`config.mk`:
```
export PLATFORM = sky130hd
export DESIGN_NAME = mem_access_unit
export DESIGN_NICKNAME = d
export VERILOG_FILES = /design/src/rtl/mau_pkg.sv /design/src/rtl/mau_load_align.sv /design/src/rtl/mem_access_unit.sv
export SDC_FILE = /design/constraint.sdc
export NUM_CORES = 1
export LEC_CHECK = 0
export BUFFER_PORTS_ARGS = -buffer_cell sky130_fd_sc_hd__buf_2
export CAP_MARGIN = 20
export CELL_PAD_IN_SITES_DETAIL_PLACEMENT = 1
export CELL_PAD_IN_SITES_GLOBAL_PLACEMENT = 1
export CORE_MARGIN = 10
export CORE_UTILIZATION = 35
export CTS_CLUSTER_DIAMETER = 80
export DETAILED_ROUTE_END_ITERATION = 7
export GPL_ROUTABILITY_DRIVEN = 0
export GPL_TIMING_DRIVEN = 0
export PLACE_DENSITY = 0.85
export RECOVER_POWER = 25
export SLEW_MARGIN = 15
export SYNTH_ARGS = -nofsm -noshare
export SYNTH_HDL_FRONTEND = slang
export SYNTH_SLANG_ARGS = --single-unit
```
`constraint.sdc`:
```
create_clock -name clk -period 2.1 [get_ports clk]
set_input_delay 0 -clock clk [delete_from_list [all_inputs] [get_ports clk]]
set_output_delay 0 -clock clk [all_outputs]
set_load 0.05 [all_outputs]
```
`src/rtl/mau_pkg.sv`:
```
// Shared definitions for the memory access unit.
//   - Transfer size codes as carried on the size input.
//   - FSM state encoding.
//   - Width of the bus-wait timer.
//   - Helpers for misalignment detection, byte-enable generation and store-data lane replication.
package mau_pkg;

  localparam int unsigned MAU_TIMER_W = 8;

  localparam logic [1:0] SZ_BYTE = 2'd0;
  localparam logic [1:0] SZ_HALF = 2'd1;
  localparam logic [1:0] SZ_WORD = 2'd3;

  typedef enum logic [2:0] {
    IDLE = 3'd0,
    REQ  = 3'd1,
    WAIT = 3'd2,
    RESP = 3'd3,
    ERR  = 3'd4
  } mau_state_e;

  // Size code 2 is illegal, so it is reported as misaligned.
  function automatic logic mau_misaligned(input logic [1:0] size, input logic [1:0] off);
    logic bad;
    bad = 1'b1;
    case (size)
      SZ_BYTE: bad = 1'b0;
      SZ_HALF: bad = off[0];
      SZ_WORD: bad = (off != 2'b00);
      default: bad = 1'b1;
    endcase
    return bad;
  endfunction

  function automatic logic [3:0] mau_be(input logic [1:0] size, input logic [1:0] off);
    logic [3:0] be;
    be = 4'b1111;
    case (size)
      SZ_BYTE: be = 4'b0001 << off;
      SZ_HALF: be = off[1] ? 4'b1100 : 4'b0011;
      default: be = 4'b1111;
    endcase
    return be;
  endfunction

  // Replicate the low-aligned store data across every lane it may land in.
  function automatic logic [31:0] mau_wdata(input logic [1:0] size, input logic [31:0] wdata);
    logic [31:0] wd;
    wd = wdata;
    case (size)
      SZ_BYTE: wd = {4{wdata[7:0]}};
      SZ_HALF: wd = {2{wdata[15:0]}};
      default: wd = wdata;
    endcase
    return wd;
  endfunction

  function automatic logic [31:0] mau_be_mask(input logic [3:0] be);
    return {{8{be[3]}}, {8{be[2]}}, {8{be[1]}}, {8{be[0]}}};
  endfunction

endpackage

```
`src/rtl/mau_load_align.sv`:
```
// Load data alignment and extension.
//   word  in  32  full word returned by the memory
//   off   in  2   byte offset of the load address within the word
//   size  in  2   transfer size code (byte, half, word)
//   isu   in  1   1 = zero-extend, 0 = sign-extend (ignored for words)
//   rdata out 32  selected lane, extended to 32 bits
// Purely combinational.
module mau_load_align
  import mau_pkg::*;
(
  input  logic [31:0] word,
  input  logic [1:0]  off,
  input  logic [1:0]  size,
  input  logic        isu,
  output logic [31:0] rdata
);

  logic [7:0]  byte_lane;
  logic [15:0] half_lane;

  always_comb begin
    byte_lane = word[{off, 3'b000} +: 8];
    half_lane = word[{off[1], 4'b0000} +: 16];
    rdata     = word;
    case (size)
      SZ_BYTE: rdata = isu ? {24'h000000, byte_lane} : {{24{byte_lane[7]}}, byte_lane};
      SZ_HALF: rdata = isu ? {16'h0000, half_lane} : {{16{half_lane[15]}}, half_lane};
      default: rdata = word;
    endcase
  end

endmodule

```
`src/rtl/mem_access_unit.sv`:
```
// Data-memory initiator for the MEM stage.
// Accepts one load/store per req_valid/req_ready handshake, drives a word-addressed
// req/gnt/rvalid bus with byte enables, and returns aligned, extended load data with a
// one-cycle resp_valid pulse. Misaligned or illegal-size requests and bus timeouts complete
// with resp_err and no (further) bus activity.
//
// Ports:
//   clk, reset                 clock (rising edge), asynchronous active-low reset
//   req_valid / req_ready      request handshake; ready only while idle
//   is_store, size, isu        operation, size code, zero-extend select for loads
//   addr, wdata, pc            byte address, low-aligned store data, instruction address (trace)
//   resp_valid, resp_err       completion pulse and error flag
//   rdata                      extended load data (0 for stores and errors)
//   mem_req, mem_we, mem_be    bus request, write strobe, byte enables
//   mem_addr, mem_wdata        word-aligned address, lane-replicated store data
//   mem_gnt, mem_rvalid        bus grant and read-data valid
//   mem_rdata                  bus read word
//
// Build option: define MAU_TRACE_EN to print one line per completed store.
module mem_access_unit
  import mau_pkg::*;
#(
  parameter int unsigned ADDR_W   = 32,
  parameter int unsigned MAX_WAIT = 255
) (
  input  logic              clk,
  input  logic              reset,
  input  logic              req_valid,
  output logic              req_ready,
  input  logic              is_store,
  input  logic [1:0]        size,
  input  logic              isu,
  input  logic [ADDR_W-1:0] addr,
  input  logic [31:0]       wdata,
  input  logic [31:0]       pc,
  output logic              resp_valid,
  output logic              resp_err,
  output logic [31:0]       rdata,
  output logic              mem_req,
  output logic              mem_we,
  output logic [3:0]        mem_be,
  output logic [ADDR_W-1:0] mem_addr,
  output logic [31:0]       mem_wdata,
  input  logic              mem_gnt,
  input  logic              mem_rvalid,
  input  logic [31:0]       mem_rdata
);

  localparam logic [MAU_TIMER_W-1:0] TimerLast = MAU_TIMER_W'(MAX_WAIT - 1);

  mau_state_e             state_q;
  logic [MAU_TIMER_W-1:0] timer_q;
  logic                   is_store_q;
  logic [1:0]             size_q;
  logic                   isu_q;
  logic [1:0]             off_q;
  logic [31:0]            load_data;

  mau_load_align u_load_align (
    .word  (mem_rdata),
    .off   (off_q),
    .size  (size_q),
    .isu   (isu_q),
    .rdata (load_data)
  );

  always_ff @(posedge clk or negedge reset) begin
    if (!reset) begin
      state_q    <= IDLE;
      timer_q    <= '0;
      is_store_q <= 1'b0;
      size_q     <= SZ_BYTE;
      isu_q      <= 1'b0;
      off_q      <= 2'b00;
      req_ready  <= 1'b1;
      resp_valid <= 1'b0;
      resp_err   <= 1'b0;
      rdata      <= '0;
      mem_req    <= 1'b0;
      mem_we     <= 1'b0;
      mem_be     <= 4'b0000;
      mem_addr   <= '0;
      mem_wdata  <= '0;
    end else begin
      resp_valid <= 1'b0;
      resp_err   <= 1'b0;
      unique case (state_q)
        IDLE: begin
          if (req_valid) begin
            is_store_q <= is_store;
            size_q     <= size;
            isu_q      <= isu;
            off_q      <= addr[1:0];
            req_ready  <= 1'b0;
            rdata      <= '0;
            if (mau_misaligned(size, addr[1:0])) begin
              state_q    <= ERR;
              resp_valid <= 1'b1;
              resp_err   <= 1'b1;
            end else begin
              state_q   <= REQ;
              timer_q   <= '0;
              mem_req   <= 1'b1;
              mem_we    <= is_store;
              mem_be    <= mau_be(size, addr[1:0]);
              mem_addr  <= {addr[ADDR_W-1:2], 2'b00};
              mem_wdata <= mau_wdata(size, wdata);
            end
          end
        end

        REQ: begin
          // A grant wins over a simultaneous rvalid; that rvalid is dropped.
          if (mem_gnt) begin
            mem_req <= 1'b0;
            if (is_store_q) begin
              state_q    <= RESP;
              resp_valid <= 1'b1;
            end else begin
              state_q <= WAIT;
              // The grant cycle is counted as the first cycle of the read wait.
              timer_q <= MAU_TIMER_W'(1);
            end
          end else if (timer_q == TimerLast) begin
            mem_req    <= 1'b0;
            state_q    <= ERR;
            resp_valid <= 1'b1;
            resp_err   <= 1'b1;
          end else begin
            timer_q <= timer_q + MAU_TIMER_W'(1);
          end
        end

        WAIT: begin
          if (mem_rvalid) begin
            state_q    <= RESP;
            resp_valid <= 1'b1;
            rdata      <= load_data;
          end else if (timer_q == TimerLast) begin
            state_q    <= ERR;
            resp_valid <= 1'b1;
            resp_err   <= 1'b1;
          end else begin
            timer_q <= timer_q + MAU_TIMER_W'(1);
          end
        end

        RESP, ERR: begin
          state_q   <= IDLE;
          req_ready <= 1'b1;
          rdata     <= '0;
        end

        default: begin
          state_q   <= IDLE;
          req_ready <= 1'b1;
          mem_req   <= 1'b0;
        end
      endcase
    end
  end

`ifdef MAU_TRACE_EN
  logic [31:0] pc_q;

  always_ff @(posedge clk or negedge reset) begin
    if (!reset) begin
      pc_q <= '0;
    end else if (state_q == IDLE && req_valid) begin
      pc_q <= pc;
    end
  end

  // The old memory word is unknown here, so only the enabled lanes are shown.
  always_ff @(posedge clk) begin
    if (reset && state_q == REQ && mem_gnt && is_store_q) begin
      $display("%d@%h: *%h <= %h", $time, pc_q, mem_addr, mem_wdata & mau_be_mask(mem_be));
    end
  end
`else
  logic unused_pc;
  assign unused_pc = ^pc;
`endif

endmodule

```
Word level (Yosys, flattened, before mapping):

Index checks and enable logic that the tools add are counted.

* $add $sub $neg: 1
* equality and inequality tests: 14
* shift-type cells: 3
* multiplexer cells: 43
* bitwise logic cells: 3
* reduce and logical (&&, ||, !) cells: 15

Operators by type and width (number)
* 32-bit two-way mux: 4
* 32-bit case mux with 2 select lines: 2
* 32-bit case mux with 3 select lines: 1
* 8-bit two-way mux: 6
* 32-bit by 6-bit indexed part select with 16-bit output: 1
* 32-bit by 6-bit indexed part select with 8-bit output: 1
* 8-bit case mux with 3 select lines: 1
* 1-bit two-way mux: 16
* 3-bit two-way mux: 5
* 1-bit case mux with 3 select lines: 4
* 3-bit case mux with 3 select lines: 1
* 8-bit by 1-bit adder with 8-bit output, second input constant: 1
* 8-bit == test, second input constant: 1
* 2-bit inequality test, second input constant: 4
* 4-bit case mux with 2 select lines: 1
* 3-bit by 2-bit == test with 1-bit output, second input constant: 2
* 3-bit inequality test, second input constant: 2
* 3-bit AND reduction: 2
* 3-bit nonzero test: 2
* 5-bit AND reduction: 1
* 2-bit by 1-bit == test with 1-bit output, second input constant: 2
* 2-bit zero test: 2
* 4-bit two-way mux: 1
* 2-bit AND reduction: 2
* 11 further kinds: 14

* flip-flop bits (word level): 120
* input port bits: 137

Logic depth before layout (Yosys ltp):

Gate-level depths: netlist (run 1).

* depth after elaboration: 7
* gate-level depth with buffers: 8

Cells and area by module:

A second synthesis (run 1) with hierarchy kept.

* cell total of the unflattened synthesis: 590
* area, all modules: 6303.5 um^2

Modules (own cells, without submodules)
* mem_access_unit: instances 1, cells each 473, area each 5589.1 um^2, sequential area each 3004.1 um^2
* mau_load_align: instances 1, cells each 117, area each 714.4 um^2, sequential area each 0.0 um^2

Worst setup path before layout (run 1):

No wires, ideal clock.

* path kind: flip-flop to flip-flop
* from: register timer_q[0]
* to: register timer_q[2]
* arrival time: 1527 ps
* data required time: 1979 ps
* path slack: 452 ps
* cell stages (with the launch flop): 9
* clock period less this slack: 1648 ps
* cells stage by stage: dfrtp_1 inv_1 ha_1 nand3_1 or3_1 clkbuf_1 clkbuf_1 o21ai_0 a22o_1

* word-level cells in the longest chain between the ends: 4

RTL lines
* start: declaration: line mem_access_unit.sv:52 `logic [MAU_TIMER_W-1:0] timer_q;`
* start signal: assignment: line mem_access_unit.sv:130 `timer_q <= timer_q + MAU_TIMER_W'(1);`
* start signal: assignment: line mem_access_unit.sv:144 `timer_q <= timer_q + MAU_TIMER_W'(1);`
* 8-bit by 1-bit adder with 8-bit output or 8-bit == test (tied branches)
* 8-bit two-way mux (*): line mem_access_unit.sv:124, mem_access_unit.sv:139
* 8-bit two-way mux, on equally long branches: line mem_access_unit.sv:135, mem_access_unit.sv:114
* 8-bit case mux with 3 select lines (*): line mem_access_unit.sv:87 `unique case (state_q)`

Mark *: on every way between the ends. The rest lies on a longest branch, timed or not. The select of a mux whose other input is x is not followed.
A chain may end at the register's enable or synchronous reset.

Worst setup path after layout (run 1):

* from: register state_q[0]
* to: register rdata[14]

* word-level cells in the longest chain between the ends: 4

RTL lines
* start: declaration: line mem_access_unit.sv:51 `mau_state_e state_q;`
* start signal: assignment: line mem_access_unit.sv:69 `state_q <= IDLE;`
* start signal: assignment: line mem_access_unit.sv:97 `state_q <= ERR;`
* start signal: assignment: line mem_access_unit.sv:101 `state_q <= REQ;`
* 3-bit by 2-bit == test with 1-bit output or 3-bit == test (tied branches): line mem_access_unit.sv:87
* 2-bit OR reduction: line mem_access_unit.sv:87
* 3-bit nonzero test (no source line)
* 3-bit AND reduction (no source line)
* end signal: assignment: line mem_access_unit.sv:138 `rdata <= load_data;`
* end: declaration: line mem_access_unit.sv:38 `output logic [31:0] rdata,`

Parallel ways exist; a longest one is shown, timed or not.

==> metrics.md, run 1 <==
| Metric | Value |
|---|---|
| Routed vias/inst | `5.24` |
| Final min period | `1940 ps` |
| CP Capture Type | `flip-flop` |
| Clk pin slew, worst setup/hold paths | `70 ps` |
| GRT Util Overall | `0.227` |
| Slew @ Worst Pin | `1360 ps` |
| Pwr Density | `1700 nW/um^2` |
| Die Wd | `148 um` |
| Synth cell types | `53` |
| PnR Total Power | `14.7 mW` |
| Largest net degree at the start of global routing | `70` |
| Flops & latches, synth | `120` |
| Drt wl/cell | `21.8 um` |
| Total gr overflow | `0` |
| Max cap viols | `0` |
| Syn avg cell area | `9.59 sq um` |
| Post-synth EDFFs | `0` |
| Detail Placement HPWL | `15,400 um` |
| Multi-input gate area | `2430 sq um` |
| Cell area after synthesis | `5690 sq um` |
| Dpl cells | `1,017` |
| Fmax | `0.516 GHz` |
| CP max stage delay | `430 ps` |
| CP Max Fanout | `10` |
| WHS | `49.8 ps` |
| Share of layout cells above drive strength 1 | `0.301` |
| DRC viols | `0` |
| Pre-CTS setup slack | `110 ps` |
| VDD IR max | `1.02 mV` |
| Run status | `finished clean` |
| Die area | `21,800 sq um` |
| Yosys warnings | `0` |
| Row Count | `46` |
| First-pass GRT wire length | `39,200 um` |
| Setup TNS Final | `0 ps` |
| Critical path cell sequence | `buf_2 -> nor2_1 -> nor2_1 -> a21oi_1 -> buf_2 -> nand2_1 -> o21ai_1` |
| Min-delay src | `size[0]` |
| CP max-delay cell | `dfrtp_1` |
| Die Ht | `148 um` |
| Post-CTS setup buffer count | `0` |
| Post-Syn Instances | `594` |
| First-pass DRT Iterations | `4` |
| Clock Skew | `18.1 ps` |
| Fraction of registers with async set or reset after synthesis | `1.00` |
| Utilization after layout | `0.543` |
| CP Data Required Time | `2440 ps` |
| Max_slew headroom | `0.0929` |
| Area leader, netlist | `dfrtp_1` |
| Setup CP Type | `flip-flop to flip-flop` |
| Period utilization | `0.923` |
| Post-route cell area | `8660 sq um` |
| Count leader, synth | `nand2_1` |
| Kind of cell adding the most delay to the critical path | `buffers and inverters` |
| Final ANT Viol Nets | `0` |
| Non-filler cells, final | `1,157` |
| Initial antenna violation count | `6` |
| Fill cells | `1,836` |
| Vias in the first global route | `6,856` |
| Nets@finish | `1,062` |
| Area Growth Syn to Fin | `52.1%` |
| Setup crit start | `state_q[0]$_DFFE_PN0N_` |
| Endpoints failing hold | `0` |
| CTS H-tree depth | `4` |
| Synth top area cells | `dfrtp_1 (52%), nand2_1 (12%), mux2i_1 (5.6%)` |
| Starting Density | `0.357` |
| Via Count | `6,057` |
| Core area | `15,900 sq um` |
| Seq/Total Area, Yosys | `0.528` |
| Io pins | `242` |
| Final setup viols | `0` |
| DRT iter0 DRCs | `230` |
| FF+latch area | `3000 sq um` |
| Final wirelength | `25,200 um` |
| Root Buffer | `clkbuf_16` |
| Worst Setup Start Kind | `flip-flop` |
| Total CTS buffers | `17` |
| Top FF cell, synth | `dfrtp_1` |
| CTS tree | `done` |
| RSZ-0062 raised after global routing | `no` |
| Clock Sink Count | `120` |
| Final Max Tran Viols | `0` |
| Clock tree buffer depth | `2` |
| Worst Path Arrival | `2280 ps` |
| Post-Place Cell Area | `7030 sq um` |
| Worst min path class | `input pin to flip-flop` |
| Top cell type's share of synthesized area | `0.523` |
| Critical R2R Launch | `state_q[0]$_DFFE_PN0N_` |
| CP Buf/Inv Count | `2` |
| Worst Setup Slack, final | `161 ps` |
| Leakage | `4.43 nW` |
| Worst-Skew Late Latency | `430 ps` |
| Port buffer count | `205` |
| Commonest cells post-synth | `nand2_1 (175), dfrtp_1 (119), o21ai_1 (38), mux2i_1 (32), nor2_1 (24)` |
## sequential cells by signal, summed over array words and instances (netlist names)
register / flops
resp_valid: 1
isu_q: 1
mem_addr: 30
is_store_q: 1
size_q: 2
off_q: 2
mem_req: 1
mem_wdata: 32
req_ready: 1
mem_we: 1
state_q: 3
timer_q: 8
rdata: 32
mem_be: 4
resp_err: 1
## final cells by class
type / instances / area share
inverter: 8 / 0.00347
antenna: 6 / 0.00173
timing repair buffer: 309 / 0.239
multi-input combinational: 425 / 0.281
clock buffer: 20 / 0.0527
tap: 216 / 0.0312
sequential: 120 / 0.347
clock inverter: 11 / 0.0170
buffer: 42 / 0.0276
## worst reg2reg max path: cells and delay by family, from the launching register on
family / cells / cell delay (ps)
AOI/OAI and AO/OA: 2 / 550
buffers and inverters: 2 / 570
DFF: 1 / 430
and+or+nand+nor: 3 / 310
## cells in the final DEF, fill, tap and decap left out, types with 4 or more instances in the layout
cell type      instances
o21ai_0               16
nand3_1                6
inv_1                  8
nor2b_1               10
a221o_1               16
buf_4                  6
nor3_1                10
buf_2                218
diode_2                6
dfrtp_1              119
clkinvlp_4             4
nor3b_1                8
nand2_1              174
clkbuf_1              14
clkbuf_16             17
a22o_1                 7
clkbuf_2               4
nor2_1                24
dlygate4sd3_1        103
o221ai_1               7
buf_6                  6
o21ai_1               38
mux2i_1               32
a21oi_1               23
o31ai_1                4
## repair_timing
item | in CTS | in global routing
gates resized for setup | 0 | 7
endpoints found under the setup margin | 0 | 13
endpoints found under the hold margin | 160 | 0
hold buffers | 103 | 0
## per-layer routing
| metal | wire length [um] | part of all wire | global-route usage | vias up |
|---|---|---|---|---|
| met2 | 12400 | 0.49 | 0.386 | 267 |
| met4 | 964 | 0.038 | 0.114 | 0 |
| met3 | 2180 | 0.087 | 0.0797 | 69 |
| li1 | - | - | - | 2714 |
| met1 | 9640 | 0.38 | 0.246 | 3007 |
| met5 | 0 | 0 | 0 | - |
## power breakdown
group | leakage [nW] | switching (mW) | internal (mW)
Sequential | 1.54 | 0.648 | 3.33
Clock | 0.285 | 1.11 | 1.92
Combinational | 2.61 | 5.79 | 1.94
Total | 4.43 | 7.55 | 7.19
## final timing paths
check	to	slack [ps]	cells past startpoint
worst min-delay path	mem_req$_DFFE_PN0P_	50	4
worst min register to register	rdata[0]$_DFFE_PN0P_	460	2
max in group asynchronous	timer_q[2]$_DFFE_PN0P_	400	3
min in group asynchronous	mem_addr[21]$_DFFE_PN0P_	410	2
worst max register to register	rdata[14]$_DFFE_PN0P_	160	7
worst max-delay path	rdata[14]$_DFFE_PN0P_	160	7
## kinds of logic after synthesis
kind of cell,after synthesis,synth area share
DFF,120,0.528
xor gates and xnor gates,1,0.00154
buffers and inverters,50,0.0466
adders and majority gates,2,0.00439
muxes,39,0.0721
other,1,0.000659
AOI/OAI and AO/OA,130,0.156
and+or+nand+nor,251,0.191
No activity file was read; power rests on OpenSTA's default activity.
==> inputs of run 2 (changes only) <==
--- a/config.mk
+++ b/config.mk
@@ -5,17 +5,17 @@
 export SDC_FILE = /design/constraint.sdc
 export NUM_CORES = 1
 export LEC_CHECK = 0
-export BUFFER_PORTS_ARGS = -buffer_cell sky130_fd_sc_hd__buf_2
 export CAP_MARGIN = 20
 export CELL_PAD_IN_SITES_DETAIL_PLACEMENT = 1
 export CELL_PAD_IN_SITES_GLOBAL_PLACEMENT = 1
 export CORE_MARGIN = 10
-export CORE_UTILIZATION = 35
+export CORE_UTILIZATION = 46
 export CTS_CLUSTER_DIAMETER = 80
 export DETAILED_ROUTE_END_ITERATION = 7
+export DONT_BUFFER_PORTS = 1
 export GPL_ROUTABILITY_DRIVEN = 0
 export GPL_TIMING_DRIVEN = 0
-export PLACE_DENSITY = 0.85
+export PLACE_DENSITY = 0.84
 export RECOVER_POWER = 25
 export SLEW_MARGIN = 15
 export SYNTH_ARGS = -nofsm -noshare
==> constraint.sdc (replaced) <==
create_clock -name clk -period 2 [get_ports clk]
set_input_delay 0 -clock clk [delete_from_list [all_inputs] [get_ports clk]]
set_output_delay 0 -clock clk [all_outputs]
set_load 0.05 [all_outputs]
==> run 2 against run 1 <==
The flow now finishes with violations (hold timing); design area fell by 12%; non-clock buffer count decreased by 202; total power down 0.42%; register-to-register slack got worse by 50 ps; critical path depth is 1 higher; global-route usage increased by 4.4 points; first-iteration DRC count is 110% higher; hold slack got worse by 780 ps; sequential cell count unchanged; critical endpoint is now rdata[28]$_DFFE_PN0P_; largest power group is now registers.
==> metrics.md, run 2 (synthesis gave the netlist of run 1 again) <==
| Metric | Value |
|---|---|
| Run status | `complete, but fails checks` |
| Failing checks | `hold timing` |
| Final min period | `1880 ps` |
| CP max-delay cell | `dfrtp_1` |
| Max cap viols | `0` |
| Largest net degree at the start of global routing | `121` |
| Worst-Skew Late Latency | `410 ps` |
| Setup crit start | `state_q[2]$_DFFE_PN0N_` |
| Reg power frac | `0.533` |
| FF+latch area | `3000 sq um` |
| RSZ-0062 raised after global routing | `no` |
| CP max stage delay | `360 ps` |
| Final ANT Viol Nets | `0` |
| Total CTS buffers | `17` |
| Clock Sink Count | `120` |
| First-pass DRT Iterations | `5` |
| CP Max Fanout | `10` |
| Vias in the first global route | `6,059` |
| Critical R2R Launch | `state_q[2]$_DFFE_PN0N_` |
| DRC viols | `0` |
| Slew @ Worst Pin | `663 ps` |
| Clk pin slew, worst setup/hold paths | `60 ps` |
| Multi-input gate area | `2440 sq um` |
| Final wirelength | `24,000 um` |
| Drt wl/cell | `26.4 um` |
| Via Count | `5,355` |
| VDD IR max | `1.08 mV` |
| Die Ht | `131 um` |
| Worst Setup Start Kind | `flip-flop` |
| Initial antenna violation count | `5` |
| Kind of cell adding the most delay to the critical path | `buffers and inverters` |
| Combinational Power Share | `0.243` |
| Utilization after layout | `0.634` |
| Port buffer count | `0` |
| CP Data Required Time | `2350 ps` |
| Nets@finish | `860` |
| CP Capture Type | `flip-flop` |
| Clock Skew | `6.86 ps` |
| Most frequent cells in the layout | `nand2_1 (174), dfrtp_1 (119), dlygate4sd3_1 (108)` |
| GRT Util Overall | `0.272` |
| Part of the power in the clock network | `0.224` |
| Post-CTS setup buffer count | `0` |
| Final Max Tran Viols | `0` |
| Io pins | `242` |
| Share of layout cells above drive strength 1 | `0.104` |
| WHS | `-726 ps` |
| Total gr overflow | `0` |
| Area Growth Syn to Fin | `34.2%` |
| Largest regs | `mem_wdata: 32 flops, rdata: 32 flops, mem_addr: 30 flops` |
| Row Count | `40` |
| Switching Share | `0.526` |
| Endpoints failing hold | `120` |
| Most frequent CP cell | `buf_4` |
| Detail Placement HPWL | `14,200 um` |
| Net Switching | `7.72 mW` |
| Final setup viols | `0` |
| DRT iter0 DRCs | `489` |
| Core area | `12,100 sq um` |
| CTS H-tree depth | `4` |
| Worst Path Arrival | `2230 ps` |
| Max_slew headroom | `0.555` |
| Setup TNS Final | `0 ps` |
| Pwr Density | `1920 nW/um^2` |
| CTS tree | `done` |
| Fmax | `0.531 GHz` |
| Critical path cell sequence | `buf_4 -> inv_1 -> and3_1 -> buf_6 -> nand2_1 -> a21oi_4 -> buf_4 -> a221o_1` |
| Commonest non-fill, non-tap cell in the layout | `nand2_1` |
| Starting Density | `0.472` |
| Routed vias/inst | `5.90` |
| Setup CP Type | `flip-flop to flip-flop` |
| Die area | `17,200 sq um` |
| Fill cells | `1,336` |
| Die Wd | `131 um` |
| Internal power | `6.97 mW` |
| CP Buf/Inv Count | `4` |
| First-pass GRT wire length | `37,200 um` |
| Root Buffer | `clkbuf_16` |
| Leakage | `3.58 nW` |
| Clock tree buffer depth | `2` |
| Period utilization | `0.942` |
| Worst min path class | `input pin to async pin` |
-- run 2: worst paths after layout --
kind                                          end  slack, ps  cells after the start
max                         rdata[28]$_DFFE_PN0P_        120                      8
min                         rdata[27]$_DFFE_PN0P_       -730                      0
max reg2reg                 rdata[28]$_DFFE_PN0P_        120                      8
min reg2reg                is_store_q$_DFFE_PN0P_        510                      1
max in group asynchronous   req_ready$_DFFE_PN1P_       2510                      0
min in group clk           state_q[2]$_DFFE_PN0N_         20                      2
-- run 2: layout make-up --
class	count	share of cell area
buffer	41	0.0308
inverter	8	0.00393
sequential	120	0.393
multi-input combinational	425	0.320
timing repair buffer	108	0.141
antenna	5	0.00164
clock buffer	23	0.0625
clock inverter	9	0.0193
tap	168	0.0275
-- run 2: per-layer routing --
layer | wire length (um) | track usage | vias to the layer above
li1 | - | - | 2306
met1 | 8420 | 0.276 | 2691
met2 | 12300 | 0.478 | 279
met3 | 2170 | 0.0976 | 79
met4 | 1050 | 0.142 | 0
met5 | 0 | 0 | -
-- run 2: timing repair --
item | in CTS | in global routing
hold endpoints to repair | 230 | 123
endpoints found under the setup margin | 2 | 21
gates resized for setup | 2 | 6
hold buffers | 107 | 1
-- run 2: stage by stage --
step	cell area (sq um)	setup slack, ps	cells	hold slack [ps]	power (mW)
2_1_floorplan	5700	352	595	-296	9.74
3_3_place_gp	5910	104	763	-292	10.6
3_5_place_dp	5910	17.3	763	-292	10.9
4_1_cts	7610	104	902	-736	14.4
5_1_grt	7640	11.1	907	-738	15.3
6_report	7640	116	907	-726	14.7
-- run 2: worst reg2reg max path: stages, from the launching register on --
cell	delay (ps)
dfrtp_1	360
buf_4	160
inv_1	140
and3_1	200
buf_6	160
nand2_1	100
a21oi_4	280
buf_4	250
a221o_1	160
-- run 2: power groups by stage --
| stage | Sequential [mW] | Clock [mW] | Combinational (mW) |
|---|---|---|---|
| 4_1_cts | 7.78 | 3.28 | 3.30 |
| 2_1_floorplan | 7.39 | 0 | 2.35 |
| 5_1_grt | 7.96 | 3.42 | 3.92 |
| 3_5_place_dp | 7.82 | 0 | 3.05 |
| 3_3_place_gp | 7.77 | 0 | 2.83 |
| 6_report | 7.83 | 3.29 | 3.57 |
